<file path="config.mk">
export PLATFORM = sky130hd
export DESIGN_NAME = ejtag_imatch_cnt_flat
export DESIGN_NICKNAME = d
export VERILOG_FILES = /design/src/rtl/ejtag_imatch_pkg.sv /design/src/rtl/ejtag_imatch_cnt_if.sv /design/src/rtl/ejtag_ibrk_chan.sv /design/src/rtl/ejtag_imatch_cnt.sv /design/src/flat_wrapper.sv
export SDC_FILE = /design/constraint.sdc
export NUM_CORES = 1
export LEC_CHECK = 0
export CAP_MARGIN = 10
export CORE_MARGIN = 2
export CORE_UTILIZATION = 55
export DETAILED_ROUTE_END_ITERATION = 10
export GPL_TIMING_DRIVEN = 0
export PLACE_DENSITY = 0.77
export RECOVER_POWER = 25
export SLEW_MARGIN = 5
export SYNTH_ARGS = -nofsm -noshare
export SYNTH_HDL_FRONTEND = slang
export SYNTH_HIERARCHICAL = 1
export SYNTH_SLANG_ARGS = --single-unit
</file>
<file path="constraint.sdc">
create_clock -name CORE_CLOCK -period 2.89 [get_ports CORE_CLOCK]
set_clock_uncertainty 0.05 [all_clocks]
set_input_delay 0.578 -clock CORE_CLOCK [delete_from_list [all_inputs] [get_ports CORE_CLOCK]]
set_output_delay 0.578 -clock CORE_CLOCK [all_outputs]
set_load 0.01 [all_outputs]
</file>
<file path="src/rtl/ejtag_imatch_pkg.sv">
`default_nettype none
// +----------------------------------------------------------------------------+
// | ejtag_imatch_pkg : shared constants for the EJTAG instruction breakpoint   |
// |   unit (register offsets, IBC bit positions, channel limit).               |
// |   Optional feature macro: EJTAG_IBRK_ASID_EN                               |
// | Revision: 1.0                                                              |
// +----------------------------------------------------------------------------+
package ejtag_imatch_pkg;

  typedef enum logic [1:0] {
    REG_IBA   = 2'b00,
    REG_IBC   = 2'b01,
    REG_IBM   = 2'b10,
    REG_IBCNT = 2'b11
  } ibrk_reg_e;

  localparam int IBC_BE      = 0;
  localparam int IBC_TE      = 2;
  localparam int IBC_CNTE    = 3;
`ifdef EJTAG_IBRK_ASID_EN
  localparam int IBC_ASIDUSE  = 23;
  localparam int IBC_ASID_LSB = 24;
`endif

  localparam int NIBRK_MAX   = 15;
  localparam int IBS_NUM_LSB = 24;

endpackage

`default_nettype wire

</file>
<file path="src/rtl/ejtag_imatch_cnt_if.sv">
`default_nettype none
// +----------------------------------------------------------------------------+
// | ejtag_imatch_cnt_if : drseg access bus plus fetch/CP0 hit signals for the  |
// |   instruction breakpoint unit. Optional macro: EJTAG_IBRK_ASID_EN          |
// | Revision: 1.0                                                              |
// +----------------------------------------------------------------------------+
interface ejtag_imatch_cnt_if;

  logic [31:0] EJDI_DATA;
  logic [7:2]  EJDI_ADDR;
  logic        EJDI_RW;
  logic        EJ_STROBE;
  logic        EJDI_SELIBS;
  logic        EJDI_SELIBRS;
  logic        LW_ISAMPLE_S;
  logic [31:0] LW_IADDR_S_R;
  logic        PBI_EJHOLD;
  logic        CP0_JCTRLDM_I_R;
  logic        CP0_DIBIFNOTDMBH_M_P;
`ifdef EJTAG_IBRK_ASID_EN
  logic [7:0]  CP0_ASID;
`endif
  logic [31:0] EJIM_DATA;
  logic        EJIM_BREAKHIT;
  logic        EJIM_TRACEHIT;

  modport master (
`ifdef EJTAG_IBRK_ASID_EN
    output CP0_ASID,
`endif
    output EJDI_DATA, EJDI_ADDR, EJDI_RW, EJ_STROBE, EJDI_SELIBS, EJDI_SELIBRS,
    output LW_ISAMPLE_S, LW_IADDR_S_R, PBI_EJHOLD, CP0_JCTRLDM_I_R, CP0_DIBIFNOTDMBH_M_P,
    input  EJIM_DATA, EJIM_BREAKHIT, EJIM_TRACEHIT
  );

  modport slave (
`ifdef EJTAG_IBRK_ASID_EN
    input  CP0_ASID,
`endif
    input  EJDI_DATA, EJDI_ADDR, EJDI_RW, EJ_STROBE, EJDI_SELIBS, EJDI_SELIBRS,
    input  LW_ISAMPLE_S, LW_IADDR_S_R, PBI_EJHOLD, CP0_JCTRLDM_I_R, CP0_DIBIFNOTDMBH_M_P,
    output EJIM_DATA, EJIM_BREAKHIT, EJIM_TRACEHIT
  );

endinterface

`default_nettype wire

</file>
<file path="src/rtl/ejtag_ibrk_chan.sv">
`default_nettype none
// +----------------------------------------------------------------------------+
// | ejtag_ibrk_chan : one instruction breakpoint channel - IBA/IBC/IBM/IBCNT   |
// |   registers, masked address compare and pass counter.                      |
// |   Optional macro: EJTAG_IBRK_ASID_EN                                       |
// | Revision: 1.0                                                              |
// +----------------------------------------------------------------------------+
module ejtag_ibrk_chan
  import ejtag_imatch_pkg::*;
#(
  parameter int PASS_W = 16
) (
  input  logic        clk,
  input  logic        rst,
  input  logic        we_i,
  input  ibrk_reg_e   ofs_i,
  input  logic [31:0] wdata_i,
  output logic [31:0] rdata_o,
  input  logic        sample_i,
  input  logic [31:0] iaddr_i,
  input  logic        hold_i,
  input  logic        dm_i,
`ifdef EJTAG_IBRK_ASID_EN
  input  logic [7:0]  asid_i,
`endif
  output logic        hit_o,
  output logic        trace_o
);

  logic [31:1]       iba_q;
  logic [31:1]       ibm_q;
  logic              be_q;
  logic              te_q;
  logic              cnte_q;
  logic [PASS_W-1:0] reload_q;
  logic [PASS_W-1:0] cnt_q;
  logic [PASS_W-1:0] cnt_d;
  logic              w_raw;
  logic              w_cnt_zero;
  logic              w_asid_ok;
  logic              w_unused_wd;

  assign w_unused_wd = wdata_i[1];

`ifdef EJTAG_IBRK_ASID_EN
  logic       asiduse_q;
  logic [7:0] asid_q;
  assign w_asid_ok = ~asiduse_q | (asid_q == asid_i);
`else
  assign w_asid_ok = 1'b1;
`endif

  // IBM bit set = don't care; bit 0 of the fetch address never participates
  assign w_raw      = sample_i & w_asid_ok & (&((iaddr_i ~^ {iba_q, 1'b0}) | {ibm_q, 1'b1}));
  assign w_cnt_zero = (cnt_q == '0);
  assign hit_o      = be_q & w_raw & (~cnte_q | w_cnt_zero);
  assign trace_o    = te_q & w_raw;

  always_comb begin
    cnt_d = cnt_q;
    if (we_i && (ofs_i == REG_IBCNT)) begin
      cnt_d = wdata_i[PASS_W-1:0];
    end else if (~hold_i & ~dm_i & be_q & cnte_q & w_raw) begin
      cnt_d = w_cnt_zero ? reload_q : (cnt_q - PASS_W'(1));
    end
  end

  always_ff @(posedge clk) begin
    if (rst) begin
      iba_q     <= '0;
      ibm_q     <= '0;
      be_q      <= 1'b0;
      te_q      <= 1'b0;
      cnte_q    <= 1'b0;
      reload_q  <= '0;
      cnt_q     <= '0;
`ifdef EJTAG_IBRK_ASID_EN
      asiduse_q <= 1'b0;
      asid_q    <= '0;
`endif
    end else begin
      cnt_q <= cnt_d;
      if (we_i) begin
        case (ofs_i)
          REG_IBA:   iba_q <= wdata_i[31:1];
          REG_IBM:   ibm_q <= wdata_i[31:1];
          REG_IBCNT: reload_q <= wdata_i[PASS_W-1:0];
          REG_IBC: begin
            be_q      <= wdata_i[IBC_BE];
            te_q      <= wdata_i[IBC_TE];
            cnte_q    <= wdata_i[IBC_CNTE];
`ifdef EJTAG_IBRK_ASID_EN
            asiduse_q <= wdata_i[IBC_ASIDUSE];
            asid_q    <= wdata_i[IBC_ASID_LSB +: 8];
`endif
          end
          default: ;
        endcase
      end
    end
  end

  always_comb begin
    rdata_o = '0;
    case (ofs_i)
      REG_IBA:   rdata_o = {iba_q, 1'b0};
      REG_IBM:   rdata_o = {ibm_q, 1'b0};
      REG_IBCNT: rdata_o[PASS_W-1:0] = cnt_q;
      REG_IBC: begin
        rdata_o[IBC_BE]   = be_q;
        rdata_o[IBC_TE]   = te_q;
        rdata_o[IBC_CNTE] = cnte_q;
`ifdef EJTAG_IBRK_ASID_EN
        rdata_o[IBC_ASIDUSE]       = asiduse_q;
        rdata_o[IBC_ASID_LSB +: 8] = asid_q;
`endif
      end
      default: ;
    endcase
  end

endmodule

`default_nettype wire

</file>
<file path="src/rtl/ejtag_imatch_cnt.sv">
`default_nettype none
// +----------------------------------------------------------------------------+
// | ejtag_imatch_cnt : EJTAG instruction breakpoint unit with NIBRK counted    |
// |   channels, drseg decode/read mux, S->E->M hit pipeline and sticky IBS.    |
// |   Optional macro: EJTAG_IBRK_ASID_EN                                       |
// | Revision: 1.0                                                              |
// +----------------------------------------------------------------------------+
module ejtag_imatch_cnt
  import ejtag_imatch_pkg::*;
#(
  parameter int NIBRK  = 4,
  parameter int PASS_W = 16
) (
  input  logic              CORE_CLOCK,
  input  logic              RESET_D1_R,
  ejtag_imatch_cnt_if.slave ejdi_io
);

  localparam int c_nch = (NIBRK > NIBRK_MAX) ? NIBRK_MAX : ((NIBRK < 1) ? 1 : NIBRK);

  logic [3:0]       w_idx;
  ibrk_reg_e        w_ofs;
  logic             w_wr;
  logic [c_nch-1:0] w_hit_s;
  logic [c_nch-1:0] w_trace_s;
  logic [c_nch-1:0] w_hit_m;
  logic [c_nch-1:0] w_clr;
  logic [c_nch-1:0] pend_q;
  logic [c_nch-1:0] hit_e_q;
  logic [c_nch-1:0] status_q;
  logic [31:0]      w_chan_rd [c_nch];
  logic [31:0]      w_ibs;
  logic [31:0]      w_rdata;

  assign w_idx = ejdi_io.EJDI_ADDR[7:4];
  assign w_ofs = ibrk_reg_e'(ejdi_io.EJDI_ADDR[3:2]);
  assign w_wr  = ejdi_io.EJ_STROBE & ~ejdi_io.EJDI_RW;

  for (genvar gi = 0; gi < c_nch; gi++) begin : g_chan
    ejtag_ibrk_chan #(
      .PASS_W (PASS_W)
    ) u_chan (
      .clk      (CORE_CLOCK),
      .rst      (RESET_D1_R),
      .we_i     (w_wr & ejdi_io.EJDI_SELIBRS & (w_idx == 4'(gi))),
      .ofs_i    (w_ofs),
      .wdata_i  (ejdi_io.EJDI_DATA),
      .rdata_o  (w_chan_rd[gi]),
      .sample_i (ejdi_io.LW_ISAMPLE_S),
      .iaddr_i  (ejdi_io.LW_IADDR_S_R),
      .hold_i   (ejdi_io.PBI_EJHOLD),
      .dm_i     (ejdi_io.CP0_JCTRLDM_I_R),
`ifdef EJTAG_IBRK_ASID_EN
      .asid_i   (ejdi_io.CP0_ASID),
`endif
      .hit_o    (w_hit_s[gi]),
      .trace_o  (w_trace_s[gi])
    );
  end

  assign ejdi_io.EJIM_BREAKHIT = |w_hit_s;
  assign ejdi_io.EJIM_TRACEHIT = |w_trace_s;

  // M-stage hit is the E-stage register qualified by the M-stage exception,
  // so an S hit reaches IBS on the second clock edge
  assign w_hit_m = ejdi_io.CP0_DIBIFNOTDMBH_M_P ? hit_e_q : '0;
  assign w_clr   = (w_wr & ejdi_io.EJDI_SELIBS) ? ejdi_io.EJDI_DATA[c_nch-1:0] : '0;

  always_ff @(posedge CORE_CLOCK) begin
    if (RESET_D1_R) begin
      pend_q   <= '0;
      hit_e_q  <= '0;
      status_q <= '0;
    end else begin
      if (ejdi_io.PBI_EJHOLD & ~ejdi_io.CP0_JCTRLDM_I_R) begin
        pend_q <= pend_q | w_hit_s;
      end else begin
        pend_q <= '0;
      end
      if (~ejdi_io.PBI_EJHOLD) begin
        hit_e_q <= w_hit_s | pend_q;
      end
      status_q <= (status_q & ~w_clr) | w_hit_m;
    end
  end

  always_comb begin
    w_ibs                      = '0;
    w_ibs[IBS_NUM_LSB +: 4]    = 4'(c_nch);
    w_ibs[c_nch-1:0]           = status_q;
  end

  always_comb begin
    w_rdata = w_ibs;
    if (ejdi_io.EJDI_SELIBRS) begin
      w_rdata = '0;
      for (int i = 0; i < c_nch; i++) begin
        if (w_idx == 4'(i)) begin
          w_rdata = w_chan_rd[i];
        end
      end
    end
  end

  assign ejdi_io.EJIM_DATA = w_rdata;

endmodule

`default_nettype wire

</file>
<file path="src/flat_wrapper.sv">
// flat-port wrapper written by rule: the top's interface ports become plain ports
module ejtag_imatch_cnt_flat import ejtag_imatch_pkg::*;
#(
  parameter int NIBRK  = 4,
  parameter int PASS_W = 16
)
  (CORE_CLOCK, RESET_D1_R, ejdi_io_EJDI_DATA, ejdi_io_EJDI_ADDR, ejdi_io_EJDI_RW, ejdi_io_EJ_STROBE, ejdi_io_EJDI_SELIBS, ejdi_io_EJDI_SELIBRS, ejdi_io_LW_ISAMPLE_S, ejdi_io_LW_IADDR_S_R, ejdi_io_PBI_EJHOLD, ejdi_io_CP0_JCTRLDM_I_R, ejdi_io_CP0_DIBIFNOTDMBH_M_P, ejdi_io_EJIM_DATA, ejdi_io_EJIM_BREAKHIT, ejdi_io_EJIM_TRACEHIT);
  ejtag_imatch_cnt_if ejdi_io_i ();
  input  logic CORE_CLOCK;
  input  logic RESET_D1_R;
  input wire logic [$bits(ejdi_io_i.EJDI_DATA)-1:0] ejdi_io_EJDI_DATA;
  input wire logic [$bits(ejdi_io_i.EJDI_ADDR)-1:0] ejdi_io_EJDI_ADDR;
  input wire logic [$bits(ejdi_io_i.EJDI_RW)-1:0] ejdi_io_EJDI_RW;
  input wire logic [$bits(ejdi_io_i.EJ_STROBE)-1:0] ejdi_io_EJ_STROBE;
  input wire logic [$bits(ejdi_io_i.EJDI_SELIBS)-1:0] ejdi_io_EJDI_SELIBS;
  input wire logic [$bits(ejdi_io_i.EJDI_SELIBRS)-1:0] ejdi_io_EJDI_SELIBRS;
  input wire logic [$bits(ejdi_io_i.LW_ISAMPLE_S)-1:0] ejdi_io_LW_ISAMPLE_S;
  input wire logic [$bits(ejdi_io_i.LW_IADDR_S_R)-1:0] ejdi_io_LW_IADDR_S_R;
  input wire logic [$bits(ejdi_io_i.PBI_EJHOLD)-1:0] ejdi_io_PBI_EJHOLD;
  input wire logic [$bits(ejdi_io_i.CP0_JCTRLDM_I_R)-1:0] ejdi_io_CP0_JCTRLDM_I_R;
  input wire logic [$bits(ejdi_io_i.CP0_DIBIFNOTDMBH_M_P)-1:0] ejdi_io_CP0_DIBIFNOTDMBH_M_P;
  output wire logic [$bits(ejdi_io_i.EJIM_DATA)-1:0] ejdi_io_EJIM_DATA;
  output wire logic [$bits(ejdi_io_i.EJIM_BREAKHIT)-1:0] ejdi_io_EJIM_BREAKHIT;
  output wire logic [$bits(ejdi_io_i.EJIM_TRACEHIT)-1:0] ejdi_io_EJIM_TRACEHIT;
  assign ejdi_io_i.EJDI_DATA = ejdi_io_EJDI_DATA;
  assign ejdi_io_i.EJDI_ADDR = ejdi_io_EJDI_ADDR;
  assign ejdi_io_i.EJDI_RW = ejdi_io_EJDI_RW;
  assign ejdi_io_i.EJ_STROBE = ejdi_io_EJ_STROBE;
  assign ejdi_io_i.EJDI_SELIBS = ejdi_io_EJDI_SELIBS;
  assign ejdi_io_i.EJDI_SELIBRS = ejdi_io_EJDI_SELIBRS;
  assign ejdi_io_i.LW_ISAMPLE_S = ejdi_io_LW_ISAMPLE_S;
  assign ejdi_io_i.LW_IADDR_S_R = ejdi_io_LW_IADDR_S_R;
  assign ejdi_io_i.PBI_EJHOLD = ejdi_io_PBI_EJHOLD;
  assign ejdi_io_i.CP0_JCTRLDM_I_R = ejdi_io_CP0_JCTRLDM_I_R;
  assign ejdi_io_i.CP0_DIBIFNOTDMBH_M_P = ejdi_io_CP0_DIBIFNOTDMBH_M_P;
  assign ejdi_io_EJIM_DATA = ejdi_io_i.EJIM_DATA;
  assign ejdi_io_EJIM_BREAKHIT = ejdi_io_i.EJIM_BREAKHIT;
  assign ejdi_io_EJIM_TRACEHIT = ejdi_io_i.EJIM_TRACEHIT;
  ejtag_imatch_cnt #(.NIBRK(NIBRK), .PASS_W(PASS_W)) u_core (.CORE_CLOCK(CORE_CLOCK), .RESET_D1_R(RESET_D1_R), .ejdi_io(ejdi_io_i));
endmodule
</file>
==> results.json <==
{
  "crit_type": "in -> out",
  "rows": 74,
  "start_util_pct": 55.42,
  "path_delay_family": "simple AND/OR/NAND/NOR gates",
  "synthFlopType": "dfxtp_1",
  "clk_pin_slew_ns": 0.05,
  "r2r_setup_slack_ns": 0.21,
  "critPathMaxFanout": 10,
  "start_kind": "primary input",
  "violations": "setup timing",
  "critical_path.endpoint": "ejdi_io_EJIM_BREAKHIT",
  "routed_wl_mm": 99.35,
  "cts_made_buffers": 45,
  "fin_ws_ns": -0.6498,
  "syn_avg_cell_area_um2": 7.773,
  "cts-root-buf": "clkbuf_16",
  "hold_buffers": 0,
  "final_util_pct": 68.51,
  "hold_viol": 0,
  "grt_use_total_pct": 45.05,
  "arrival_ns": 2.91,
  "seq_area_frac_synth_pct": 35.55,
  "dp.final_hpwl_mm": 70.33,
  "syn_area_um2": 22530,
  "antenna_found_initial": 2,
  "layout_common_cells": "nand2_1 (690), dfxtp_1 (373), a21oi_1 (345)",
  "ys_types": 90,
  "dieArea_um2": 42590,
  "relSlewSlack_pct": 5.687,
  "diodes": 0,
  "fin_hold_ws_ns": 0.4050,
  "clockBufferDepth": 3,
  "startpoint": "ejdi_io_LW_IADDR_S_R[19]",
  "rsz0062_at_grt": "true",
  "grt_max_degree": 22,
  "portBuffers": 110,
  "cp_num_cells": 9,
  "clk_latency_ns": 0.60,
  "syn-num-nets": 2986,
  "coreArea_um2": 40650,
  "cap_violations": 0,
  "final_common_cell": "nand2_1",
  "route.detailed.wl_per_inst_um": 27.04,
  "drv_slew": 0,
  "drt_iter0_markers": 4123,
  "total_power_mw": 13.32,
  "cts_tree": "yes",
  "r2r-start": "u_core/g_chan[2].u_chan/iba_q[16]$_SDFFE_PP0P_",
  "final.min_clock_period_ns": 3.540,
  "die_height_um": 206.4,
  "htree_levels": 2,
  "grt_pass1_vias": 22490,
  "layout-drive-gt1-share_pct": 18.14,
  "synthCells": 2898,
  "fmax_mhz": 282.5,
  "holdCritStartpoint": "u_core/g_chan[2].u_chan/reload_q[4]$_SDFFE_PP0P_",
  "drc": 0,
  "cp.buffers_inverters": 3,
  "hold_class": "reg -> reg",
  "synth_edf_count": 0,
  "drtAntennaViolNets": 0,
  "path_cells": "clkdlybuf4s15_2 > xnor2_1 > o22ai_1 > nor4_1 > and3_4 > clkbuf_8 > and4_1 > or4_4 > buf_6",
  "vias": 24610,
  "fillers": 3345,
  "worst_pin_slew_ns": 1.410,
  "worstPathRequired_ns": 2.26,
  "gr-total-overflow": 0,
  "grt_pass1_wl_mm": 142.1,
  "viasPerCell": 6.697,
  "dieWidth_um": 206.4,
  "area_growth_pct": 23.62,
  "crit_path_max_incr_delay_ns": 0.60,
  "num_io_pins": 114,
  "setup_viol": 392,
  "synth_seq_cells": 400,
  "leakage_nw": 9.967,
  "r2r_cells": 7,
  "yosys_warnings": 6,
  "period_share_pct": 122.5,
  "drt_pass1_iterations": 6,
  "clkSinkCount": 400,
  "place_congestion": 1.045,
  "ir_drop_v": 0.0003965,
  "critPathSlowestCell": "or4_4",
  "async_flop_share_pct": 0,
  "powerDensity_nw_per_um2": 478.3,
  "crit_path_end_kind": "output pin",
  "outcome": "finished with violations",
  "nets": 3196,
  "r2r_end": "u_core/g_chan[2].u_chan/cnt_q[7]$_SDFFE_PP0P_"
}
[metrics by stage]
stage               setup TNS (ns)  area [um2]  cells  setup WS (ns)
floorplan                        0       22540   2898       0.003590
global route               -197.42       27850   3674        -0.6673
global placement           -566.64       24300   3540         -2.632
CTS                         -1.562       27300   3649        -0.6473
finish                     -162.39       27850   3674        -0.6498
detailed placement         -535.13       24300   3541         -2.544
[layout make-up]
type	count	area (um2)	area share, %
Clock buffer	66	1348	4.839
Multi-Input combinational cell	2262	14310	51.37
Clock inverter	15	231.5	0.8312
Buffer	201	1528	5.486
Sequential cell	400	8059	28.94
Timing Repair Buffer	173	1615	5.801
Tap cell	532	665.6	2.390
Inverter	25	93.84	0.3370
[worst min-delay path by stage]
stage | depth (start not counted) | slack, ns | end
after global placement | 2 | 0.39 | u_core/pend_q[3]$_SDFF_PP0_
after global routing | 2 | 0.42 | u_core/g_chan[3].u_chan/reload_q[5]$_SDFFE_PP0P_
final | 2 | 0.40 | u_core/g_chan[2].u_chan/reload_q[4]$_SDFFE_PP0P_
after detailed placement | 2 | 0.40 | u_core/g_chan[3].u_chan/reload_q[5]$_SDFFE_PP0P_
after CTS | 2 | 0.40 | u_core/g_chan[3].u_chan/reload_q[5]$_SDFFE_PP0P_
after floorplan | 2 | 0.37 | u_core/pend_q[3]$_SDFF_PP0_
[cells in the mapped netlist (19+ instances only)]
cell type	number	area, um2
nor2_1	215	807.0
dfxtp_1	400	8008
inv_1	25	93.84
nor3_1	40	200.2
o22ai_1	96	600.6
o21ai_0	78	390.4
a22o_1	41	359.1
a21oi_1	345	1727
nand2_1	693	2601
nand3_1	44	220.2
a31oi_1	20	125.1
mux2i_1	117	1171
xnor2_1	134	1174
mux2_2	57	641.9
nor4_1	33	206.5
clkbuf_1	167	626.9
mux2_1	19	214.0
[routing by layer]
| layer | up-vias | part of all wire [%] | global-route usage [%] |
|---|---|---|---|
| li1 | 10590 | - | - |
| met3 | 462 | 12 | 12.11 |
| met4 | 4 | 7.1 | 25.92 |
| met1 | 11740 | 37 | 55.94 |
| met5 | - | 0.026 | 0 |
| met2 | 1810 | 44 | 70.31 |
[registers in the layout (all words and copies together), names as in the netlist, 64 cells and up]
| signal | cells |
|---|---|
| u_core/g_chan.u_chan/iba_q | 124 |
| u_core/g_chan.u_chan/ibm_q | 124 |
| u_core/g_chan.u_chan/cnt_q | 64 |
| u_core/g_chan.u_chan/reload_q | 64 |
[cells by family after synthesis]
logic type,after synthesis,share of synthesized area (%)
mux,220,11.20
compound gates,709,18.96
simple gates,1182,23.64
buf+inv,236,4.649
xor+xnor,143,5.560
flops,400,35.55
fa+ha+maj,8,0.4444
[power breakdown]
group	internal (mW)	total [mW]	leakage [nW]	switching (mW)
Clock	3.76	6.24	0.779	2.48
Sequential	5.52	5.54	3.24	0.0184
Combinational	0.569	1.55	5.95	0.978
[repair_timing]
action	in CTS	in global routing
cloned	0	3
gates resized for setup	535	128
setup buffers	36	24
endpoints found under the setup margin	426	199
pin swaps	30	21
[tightest hold or removal path, stage by stage, from the launching register on]
cell and delay [ns]:
dfxtp_1 0.31, nand2_1 0.05, a21oi_1 0.05
Power figures use the tool's default switching activity.
